`src/rtl/txeread_if.sv`:
```
`default_nettype none
// +----------------------------------------------------------------------------+
// | txeread_if : command, buffer-memory and byte-stream bundle for txeread     |
// | Revision   : 1.0                                                           |
// +----------------------------------------------------------------------------+
interface txeread_if #(
  parameter int AW = 12
);
  logic          i_cmd;
  logic [AW+1:0] i_len;
  logic          o_busy;
  logic          o_rd;
  logic [AW-1:0] o_raddr;
  logic [31:0]   i_rdata;
  logic          o_v;
  logic [7:0]    o_d;
  logic          o_last;
  logic          i_ready;

  modport master (
    input  i_cmd, i_len, i_rdata, i_ready,
    output o_busy, o_rd, o_raddr, o_v, o_d, o_last
  );

  modport slave (
    output i_cmd, i_len, i_rdata, i_ready,
    input  o_busy, o_rd, o_raddr, o_v, o_d, o_last
  );
endinterface
`default_nettype wire

```
`src/rtl/txeread.sv`:
```
`default_nettype none
// +----------------------------------------------------------------------------+
// | txeread : transmit-buffer reader, 32-bit words out as a valid/ready bytes  |
// | Option  : TXEREAD_PAD_EN pads short packets with zero bytes to 60 bytes    |
// | Revision: 1.0                                                              |
// +----------------------------------------------------------------------------+
module txeread #(
  parameter int AW = 12
) (
  input  logic      i_clk,
  input  logic      i_reset,
  txeread_if.master bus
);
  typedef enum logic [1:0] {
    S_IDLE  = 2'd0,
    S_RUN   = 2'd1,
    S_DRAIN = 2'd2
  } state_t;

  state_t        r_state;
  logic          r_busy;
  logic          r_rd;
  logic [AW-1:0] r_raddr;
  logic          r_v;
  logic [7:0]    r_d;
  logic          r_last;
  logic [AW+1:0] r_len;
  logic [AW+1:0] r_n;
  logic [AW+1:0] r_lcnt;
  logic [AW:0]   r_nwords;
  logic [AW:0]   r_wcnt;
  logic [31:0]   r_sh;
  logic [2:0]    r_shn;
  logic [31:0]   r_pf;
  logic          r_pfv;
  logic          r_dv;

  logic [AW+1:0] w_n;
  logic [AW:0]   w_nwords;
  logic          w_sh_has;
  logic          w_pad;
  logic          w_take;
  logic          w_src;
  logic [7:0]    w_byte;
  logic [2:0]    w_occ;
  logic          w_fin;

  always_comb begin
`ifdef TXEREAD_PAD_EN
    w_n = (bus.i_len < (AW+2)'(60)) ? (AW+2)'(60) : bus.i_len;
`else
    w_n = bus.i_len;
`endif
    w_nwords = {1'b0, bus.i_len[AW+1:2]} + {{AW{1'b0}}, |bus.i_len[1:0]};
    w_sh_has = (r_shn != 3'd0);
    w_pad    = (r_lcnt >= r_len);
    w_take   = r_busy && (!r_v || bus.i_ready) && (r_lcnt != r_n) &&
               (w_pad || w_sh_has || r_pfv || r_dv);
    w_src    = w_take && !w_pad;
    // Oldest byte first: shift word, then prefetch word, then data returning now
    if (w_pad)         w_byte = 8'h00;
    else if (w_sh_has) w_byte = r_sh[31:24];
    else if (r_pfv)    w_byte = r_pf[31:24];
    else               w_byte = bus.i_rdata[31:24];
    // Words held or in flight; a new read is allowed only when this is below 2,
    // which guarantees a free slot when its data returns two cycles later
    w_occ = 3'(w_sh_has) + 3'(r_pfv) + 3'(r_dv) + 3'(r_rd);
    w_fin = r_v && bus.i_ready && r_last;
  end

  always_ff @(posedge i_clk) begin
    if (i_reset) begin
      r_state  <= S_IDLE;
      r_busy   <= 1'b0;
      r_rd     <= 1'b0;
      r_raddr  <= '0;
      r_v      <= 1'b0;
      r_d      <= '0;
      r_last   <= 1'b0;
      r_len    <= '0;
      r_n      <= '0;
      r_lcnt   <= '0;
      r_nwords <= '0;
      r_wcnt   <= '0;
      r_sh     <= '0;
      r_shn    <= '0;
      r_pf     <= '0;
      r_pfv    <= 1'b0;
      r_dv     <= 1'b0;
    end else begin
      r_dv <= r_rd;
      r_rd <= 1'b0;

      if (w_take) begin
        r_v    <= 1'b1;
        r_d    <= w_byte;
        r_last <= (r_lcnt == (r_n - (AW+2)'(1)));
        r_lcnt <= r_lcnt + (AW+2)'(1);
      end else if (r_v && bus.i_ready) begin
        r_v    <= 1'b0;
        r_last <= 1'b0;
      end

      if (w_src && w_sh_has) begin
        r_sh  <= {r_sh[23:0], 8'h00};
        r_shn <= r_shn - 3'd1;
        if (r_dv) begin
          r_pf  <= bus.i_rdata;
          r_pfv <= 1'b1;
        end
      end else if (w_src && r_pfv) begin
        r_sh  <= {r_pf[23:0], 8'h00};
        r_shn <= 3'd3;
        r_pf  <= bus.i_rdata;
        r_pfv <= r_dv;
      end else if (w_src) begin
        r_sh  <= {bus.i_rdata[23:0], 8'h00};
        r_shn <= 3'd3;
      end else if (r_dv) begin
        if (r_pfv) begin
          r_sh  <= r_pf;
          r_shn <= 3'd4;
        end
        r_pf  <= bus.i_rdata;
        r_pfv <= 1'b1;
      end

      case (r_state)
        S_IDLE: begin
          if (bus.i_cmd && (w_n != '0)) begin
            r_state  <= S_RUN;
            r_busy   <= 1'b1;
            r_len    <= bus.i_len;
            r_n      <= w_n;
            r_lcnt   <= '0;
            r_nwords <= w_nwords;
            r_shn    <= '0;
            r_pfv    <= 1'b0;
            if (w_nwords != '0) begin
              r_rd    <= 1'b1;
              r_raddr <= '0;
              r_wcnt  <= (AW+1)'(1);
            end else begin
              r_wcnt  <= '0;
            end
          end
        end
        S_RUN: begin
          if (r_wcnt == r_nwords) begin
            r_state <= S_DRAIN;
          end else if (w_occ < 3'd2) begin
            r_rd    <= 1'b1;
            r_raddr <= r_wcnt[AW-1:0];
            r_wcnt  <= r_wcnt + (AW+1)'(1);
            if ((r_wcnt + (AW+1)'(1)) == r_nwords) r_state <= S_DRAIN;
          end
        end
        S_DRAIN: begin
        end
        default: r_state <= S_IDLE;
      endcase

      if (w_fin) begin
        r_state <= S_IDLE;
        r_busy  <= 1'b0;
        r_shn   <= '0;
        r_pfv   <= 1'b0;
      end
    end
  end

  assign bus.o_busy  = r_busy;
  assign bus.o_rd    = r_rd;
  assign bus.o_raddr = r_raddr;
  assign bus.o_v     = r_v;
  assign bus.o_d     = r_d;
  assign bus.o_last  = r_last;
endmodule
`default_nettype wire

```
`src/flat_wrapper.sv`:
```
// flat-port wrapper written by rule: the top's interface ports become plain ports
module txeread_flat 
#(
  parameter int AW = 12
)
  (i_clk, i_reset, bus_i_cmd, bus_i_len, bus_i_rdata, bus_i_ready, bus_o_busy, bus_o_rd, bus_o_raddr, bus_o_v, bus_o_d, bus_o_last);
  txeread_if #(.AW(AW)) bus_i ();
  input  logic i_clk;
  input  logic i_reset;
  input wire logic [$bits(bus_i.i_cmd)-1:0] bus_i_cmd;
  input wire logic [$bits(bus_i.i_len)-1:0] bus_i_len;
  input wire logic [$bits(bus_i.i_rdata)-1:0] bus_i_rdata;
  input wire logic [$bits(bus_i.i_ready)-1:0] bus_i_ready;
  output wire logic [$bits(bus_i.o_busy)-1:0] bus_o_busy;
  output wire logic [$bits(bus_i.o_rd)-1:0] bus_o_rd;
  output wire logic [$bits(bus_i.o_raddr)-1:0] bus_o_raddr;
  output wire logic [$bits(bus_i.o_v)-1:0] bus_o_v;
  output wire logic [$bits(bus_i.o_d)-1:0] bus_o_d;
  output wire logic [$bits(bus_i.o_last)-1:0] bus_o_last;
  assign bus_i.i_cmd = bus_i_cmd;
  assign bus_i.i_len = bus_i_len;
  assign bus_i.i_rdata = bus_i_rdata;
  assign bus_i.i_ready = bus_i_ready;
  assign bus_o_busy = bus_i.o_busy;
  assign bus_o_rd = bus_i.o_rd;
  assign bus_o_raddr = bus_i.o_raddr;
  assign bus_o_v = bus_i.o_v;
  assign bus_o_d = bus_i.o_d;
  assign bus_o_last = bus_i.o_last;
  txeread #(.AW(AW)) u_core (.i_clk(i_clk), .i_reset(i_reset), .bus(bus_i));
endmodule
```
`config.mk`:
```
export PLATFORM = sky130hd
export DESIGN_NAME = txeread_flat
export DESIGN_NICKNAME = d
export VERILOG_FILES = /design/src/rtl/txeread_if.sv /design/src/rtl/txeread.sv /design/src/flat_wrapper.sv
export SDC_FILE = /design/constraint.sdc
export NUM_CORES = 1
export LEC_CHECK = 0
export ABC_AREA = 0
export CELL_PAD_IN_SITES_DETAIL_PLACEMENT = 0
export CELL_PAD_IN_SITES_GLOBAL_PLACEMENT = 1
export CORE_MARGIN = 3
export CORE_UTILIZATION = 47
export CTS_BUF_LIST = sky130_fd_sc_hd__clkbuf_4 sky130_fd_sc_hd__clkbuf_8 sky130_fd_sc_hd__clkbuf_16
export DETAILED_ROUTE_END_ITERATION = 7
export PLACE_DENSITY = 0.95
export SLEW_MARGIN = 20
export SYNTH_ARGS = -nofsm -noshare
export SYNTH_HDL_FRONTEND = slang
export SYNTH_SLANG_ARGS = --single-unit
```
`constraint.sdc`:
```
create_clock -name i_clk -period 9.5 [get_ports i_clk]
set_input_delay 1.9 -clock i_clk [delete_from_list [all_inputs] [get_ports i_clk]]
set_output_delay 1.9 -clock i_clk [all_outputs]
set_load 0.02 [all_outputs]
```
; Word-level counts from Yosys, hierarchy flattened
; Cells that the tools add are included.
[word_totals]
output_inout_bits = 24
wordCells = 124
inputBits = 50
regBits = 149
[classes]
n_reduce_logical = 32
muxes = 51
n_eq_ne = 13
magnitude_cmp = 2
n_bitwise = 1
add_sub_neg = 8
[op_table]
columns = operator, n
row1 = 32-bit two-way mux, 9
row2 = 12-bit two-way mux, 4
row3 = 14-bit two-way mux, 3
row4 = 13-bit two-way mux, 3
row5 = 13-bit equality test, 2
row6 = 13-bit case mux with 2 select lines, 1
row7 = 8-bit two-way mux, 3
row8 = 12-bit case mux with 2 select lines, 1
row9 = 3-bit two-way mux, 7
row10 = "14-bit by 1-bit adder with 14-bit output, second input constant", 1
row11 = 14-bit equality test, 1
row12 = 14-bit >= comparator, 1
row13 = 1-bit two-way mux, 14
row14 = 14-bit inequality test, 1
row15 = 14-bit nonzero test, 1
row16 = "14-bit by 1-bit subtractor with 14-bit output, second input constant", 1
row17 = 12-bit by 1-bit adder with 13-bit output, 1
row18 = "13-bit by 1-bit adder with 13-bit output, second input constant", 1
row19 = 13-bit nonzero test, 1
row20 = 1-bit logical AND, 9
row21 = 2-bit two-way mux, 4
row22 = 4-bit AND reduction, 2
row23 = 4-bit nonzero test, 2
row24 = 3-bit by 1-bit adder with 3-bit output, 2
row25 = 21 further kinds, 32

; Depth between registers and ports, before layout
[logic_depth]
ltp_word = 11
ltp_mapped = 14

; Worst setup path after synthesis
; OpenSTA, ideal clock, no wires.
[synth_timing]
path_type = input -> register
startpoint = input bus_i_len[0]
endpoint = register u_core.r_raddr[6] (netlist: u_core.bus.o_raddr[6])
path_buffers = 1
setup_slack_ns = 5.409
path_stages = 9
arrival_time_ns = 4.032
setup_time_ns = 0.059
path_cell_list = or2_2 -> ha_1 -> ha_1 -> or2_2 -> a2111oi_0 -> nand4_1 -> a211oi_2 -> buf_4 -> a22o_1
[synth_via]
elab_chain_len = 5
word_cells_on_any_way = 8
cone_classes = add/sub (1) / eq/ne (2) / reduce/logical (5)
[synth_lines]
columns = element, line
row1 = from (decl), flat_wrapper.sv:11  ; input wire logic [$bits(bus_i.i_len)-1:0] bus_i_len;
row2 = 2-bit OR reduction, txeread.sv:54  ; w_nwords = {1'b0, bus.i_len[AW+1:2]} + {{AW{1'b0}}, |bus.i_len[1:0]};
row3 = 12-bit by 1-bit adder with 13-bit output, txeread.sv:54
row4 = via u_core.w_nwords[1], txeread.sv:39  ; logic [AW:0] w_nwords;
row5 = 13-bit nonzero test, txeread.sv:139  ; if (w_nwords != '0) begin
row6 = 2-bit by 1-bit inequality test with 1-bit output (no line), n/a
row7 = 5-bit AND reduction (no line), n/a
row8 = to (signal assigned), txeread.sv:153  ; r_raddr <= r_wcnt[AW-1:0];
row9 = to (decl), txeread.sv:23  ; logic [AW-1:0] r_raddr;
; The timed path passes the listed nets, and every way through them passes these cells.
; A chain may end at the register's enable or synchronous reset.

; Worst setup path in the final report
[layout_timing]
startpoint = input bus_i_len[0]
endpoint = register u_core.r_raddr[4] (netlist: u_core.bus.o_raddr[4])
; The elaborated chain is that of the path after synthesis.

==> results.md <==
GRT:
- The total overflow left after global routing is 0.
- The all-layer global routing usage is roughly 23%.
- The first-pass GRT wire length is 37.05 mm.
- Entering global routing, the biggest net connects 63 pins.
- The number of global-route vias before repair is between 7000 and 8000.
- The initial antenna violation count is 0.

Pwr:
- The logic gate share of total power is between 10% and 20%.
- The worst-case IR drop observed on VDD is 0.1220 mV.
- The analysis attributes to cell leakage a power of between 3 and 4 nW.
- Sequential cells burn slightly below 40% of the power.
- The total power density per cell area is ~180 nW/µm².
- Power comes to approximately 1.8 mW.
- The switching power as a share of total power is approximately 30%.
- Internal power comes to ~1.3 mW.
- The clock power share is 41.8%.
- The total net switching power is about 0.53 mW.

Yosys:
- The count of distinct cell types in the synthesized netlist is 66.
- The synthesized instance count is 1012.
- The number of flops mapped to enable cells by yosys is 0.
- Summing the areas of all fa, ha and maj instances in the mapped netlist gives ~3.5% of the synthesized area.
- The post-synthesis compound-gate area fraction is roughly a quarter.
- In the synthesized netlist the dominant register cell turns out to be dfxtp_1.
- Of the post-synthesis cell area, the dominant cell type holds ~36%.
- Summed over all instances, the cell type with the most area after synthesis is dfxtp_1.
- During synthesis, Yosys emitted a total of 0 warnings.
- When the netlist entered floorplanning its net count stood at around 1100.
- After synthesis the netlist holds a flip-flop and latch count of around 150.
- Summing every instance area after synthesis gives a little over 8000 µm².
- Yosys attributes the largest share of cell area to dfxtp_1 36%, a21oi_1 4.9%, a22o_1 4.6%, nand2_1 4.5%, nand3_1 4.4%.
- The share of flip-flops with an asynchronous set or reset after synthesis is 0%.
- The sequential-to-total area share from yosys stat is a little over a third.
- The synthesized-area fraction occupied by xor and xnor cells is just over 5%.
- Dividing the synthesized area by the synthesized cell count gives 8.120 µm².
- The portion of synthesized area spent on multiplexers is 1.538%.
- The largest family of logic cells by synthesized area is compound AO/OA/AOI/OAI gates.
- The simple logic cell fraction of the synthesized area is a little under a quarter.

Clock tree:
- The clock tree from TritonCTS is yes.
- The number of clock sinks seen by CTS is around 150.
- The clock root buffer is clkbuf_16.
- The total number of H-tree levels is 4.
- The number of setup buffers added after CTS is 0.
- After clock tree synthesis, the clock-pin slew on the worst setup and hold paths is ~60 ps.
- The count of hold-fix buffers inserted at cts is 0.
- After clock tree synthesis, the repair step resized 0 gates.
- The clock latency on the worst-skew pair is 430 ps.
- The clock passes through at most 2 buffers.
- The number of CTS-inserted buffers is 17.

Layout:
- Leaving out fill and tap cells, the most frequent cell in the layout is dfxtp_1.
- The final layout net count is approximately 1100.
- The area added between synthesis and finish is 17.33%.
- The area of the multi-input gates is 4720 µm².
- Leaving out fill and tap cells, the most frequent cells in the layout are 148 x dfxtp_1, 98 x nand2_1, 81 x a21oi_1, 73 x nand3_1, 72 x clkdlybuf4s50_1.
- Measured on the finished design, the core utilization comes to 57.33%.
- Counting the fill cells in the layout gives about 1600.
- The repair_antennas step left the layout with diodes totalling 0.
- The proportion of layout cells with a drive suffix above 1 is 6.208%.
- Across the whole layout, storage elements account for 2984 µm².

Critical path:
- The critical path required time is roughly 9900 ps.
- The slowest stage of the critical path belongs to the cell a211oi_2.
- The endpoint identified for the worst register-to-register timing path is u_core.bus.o_raddr[4].
- For flop-to-flop paths, the worst setup slack is 5620 ps.
- The critical path in this run is classified as in -> reg.
- Tracing the worst setup path back leads to its startpoint at bus_i_len[0].
- STA classifies the critical path startpoint as an input port.
- The critical register-to-register path startpoint is u_core.r_shn[0].
- The cell count of the worst reg-to-reg path is 11.
- STA puts the critical path data arrival time at 5210 ps.
- Traced cell by cell, the critical path runs through clkdlybuf4s50_1 -> or2_2 -> ha_1 -> ha_1 -> or2_2 -> a2111oi_0 -> nand4_1 -> a211oi_2 -> a22o_1.
- The worst setup path is captured at a register.
- In this run the worst path has a maximum fanout of 11.
- In this design, the stage delay of the slowest critical-path cell is 730 ps.

Route:
- The detail route stage leaves a number of antenna-violating nets equal to 0.
- Dividing the detail-routed wire length by the instance count gives about 18 µm.
- The number of violations reported at the end of detailed-routing iteration 0 is slightly above 800.
- Dividing the detail-routed via count by the number of cells gives ~6.
- Across all layers, the routed design uses 7751 vias.
- Before antenna repair, the detailed router went through 5 iterations.
- After detailed routing, the number of remaining DRC violations is 0.
- The final wirelength is around 22 mm.

Timing:
- Derived from the worst setup path, the maximum achievable clock frequency is 0.2063 GHz.
- The setup violation total in the final timing report is 0.
- On the final layout, the worst clock skew is roughly 12 ps.
- At the pin with the least slew margin, the transition time is 1081 ps.
- Setup repair after global routing left no endpoint under its margin.
- The final number of max-transition violations is 0.
- For the finished layout, the period the worst path requires is approximately 4800 ps.
- Summed over all failing endpoints, the final setup total negative slack is 0 ps.
- The max-slew headroom at the worst pin is 27.73%.
- Of the available clock period, the critical path in the final layout requires between 50 and 60%.
- The final count of hold timing violations is 0.

Placed design:
- The final estimated routing congestion in global placement is around 0.86.
- During placement, the flow inserted port buffers numbering 73.
- The post-DP HPWL is 14.75 mm.

Min path:
- The worst hold path startpoint is u_core.r_sh[0].
- The path with the worst hold slack has its endpoint at u_core.r_sh[0].
- The number of cells on the worst hold path is 2.
- The path class of the tightest hold or removal check is reg -> reg.

Floorplan:
- Pin placement for this block handled 74 I/O pins.
- Once the floorplan was initialized, standard cells occupied roughly half of the core.
- The floorplan die height is 138.2 µm.
- The row count is 47.
- The area of the die is 19110 µm².
- The core outline area is approximately 17000 µm².
- The floorplan step set the die width to 138.2 µm.

Job:
- The tool flagged a number of max-cap violations equal to 0.

Status:
- The run finished with clean final reports.
-- worst max-delay path, delay by kind of cell --
kind | cells | cell delay, ps
compound gates | 3 | 1490
fa+ha+maj | 2 | 510
simple gates | 3 | 890
buf+inv | 1 | 430
-- through the flow --
step / instance area (µm²) / instances / setup WS (ps) / hold slack, ps
floorplan: 8218 / 1012 / 5409 / 436.7
global placement: 8992 / 1235 / 4320 / 443.1
detailed placement: 8992 / 1235 / 4279 / 450.0
CTS: 9637 / 1267 / 4708 / 458.1
global route: 9642 / 1267 / 4427 / 475.2
finish: 9642 / 1267 / 4653 / 455.0
-- worst max path at each step --
stage	end	slack, ps	cells past startpoint
floorplan	u_core.bus.o_raddr[6]	5410	9
finish	u_core.bus.o_raddr[4]	4650	9
detailed placement	u_core.bus.o_raddr[4]	4280	9
global route	u_core.bus.o_raddr[10]	4430	9
global placement	u_core.bus.o_raddr[4]	4320	9
CTS	u_core.bus.o_raddr[4]	4710	9
-- power groups by stage --
stage	Combinational, mW	Clock, mW	Sequential, mW
final	0.337	0.744	0.698
after global routing	0.373	0.777	0.702
after CTS	0.333	0.749	0.697
after detailed placement	0.331	0	0.710
after global placement	0.327	0	0.710
after floorplan	0.242	0	0.701
-- layer usage --
| layer | GRT usage (%) | routed length [µm] | vias up | share of wire (%) |
|---|---|---|---|---|
| met2 | 35.41 | 10200 | 287 | 45 |
| li1 | - | - | 3755 | - |
| met4 | 5.928 | 309 | 0 | 1.4 |
| met5 | 0 | 0 | - | 0 |
| met1 | 33.07 | 10470 | 3683 | 47 |
| met3 | 5.007 | 1491 | 26 | 6.6 |
-- cell type report --
| class | count | share of cell area [%] |
|---|---|---|
| well taps | 220 | 2.855 |
| clock buffers | 19 | 4.698 |
| clock inverters | 13 | 1.985 |
| flip-flops and latches | 149 | 30.95 |
| inverters | 52 | 2.024 |
| multi-input cells | 728 | 48.95 |
| repair buffers | 86 | 8.539 |
-- cell families (layout without fill, tap and decap cells) --
group | count (synthesis) | after routing
multiplexers | 12 | 12
adder cells (fa/ha/maj) | 23 | 23
XOR/XNOR | 48 | 48
AND/OR/NAND/NOR | 367 | 367
buffers and inverters | 135 | 170
AO/OA/AOI/OAI | 278 | 278
flip-flops | 149 | 149
-- synth_stat cells (2+ instances only) --
library cell and n:
or2_2 3, xnor2_1 41, o31a_1 2, xor2_1 7
and2_1 5, a311oi_1 8, nor2_1 43, mux2i_1 10
buf_1 3, or4_1 12, o21ai_0 23, a21oi_1 81
nand3_1 73, a21boi_0 2, nand4_1 19, dfxtp_1 149
nor3b_1 2, o21a_1 3, o211ai_1 8, clkbuf_1 52
a21o_1 2, nand2b_1 5, and3_1 5, nor3_1 38
nor3_2 2, a211oi_1 13, a211o_1 3, and4_1 8
nor4b_1 2, a41oi_1 4, a31oi_1 6, a22oi_1 8
a221oi_1 24, nor2b_1 28, inv_1 52, buf_2 24
nor4_1 10, o31ai_1 33, a22o_1 43, o21ai_1 2
buf_4 4, nand2_1 98, nand3b_1 2, ha_1 23
or3_1 6
-- state kept, by name, summed over array words and instances, names as in the netlist, 2 cells and up --
| name | count |
|---|---|
| u_core.r_pf | 32 |
| u_core.r_sh | 32 |
| u_core.r_lcnt | 14 |
| u_core.r_len | 14 |
| u_core.r_nwords | 13 |
| u_core.r_wcnt | 13 |
| u_core.bus.o_raddr | 12 |
| u_core.bus.o_d | 8 |
| u_core.r_shn | 3 |
| u_core.r_state | 2 |
Power figures use the tool's default switching activity.
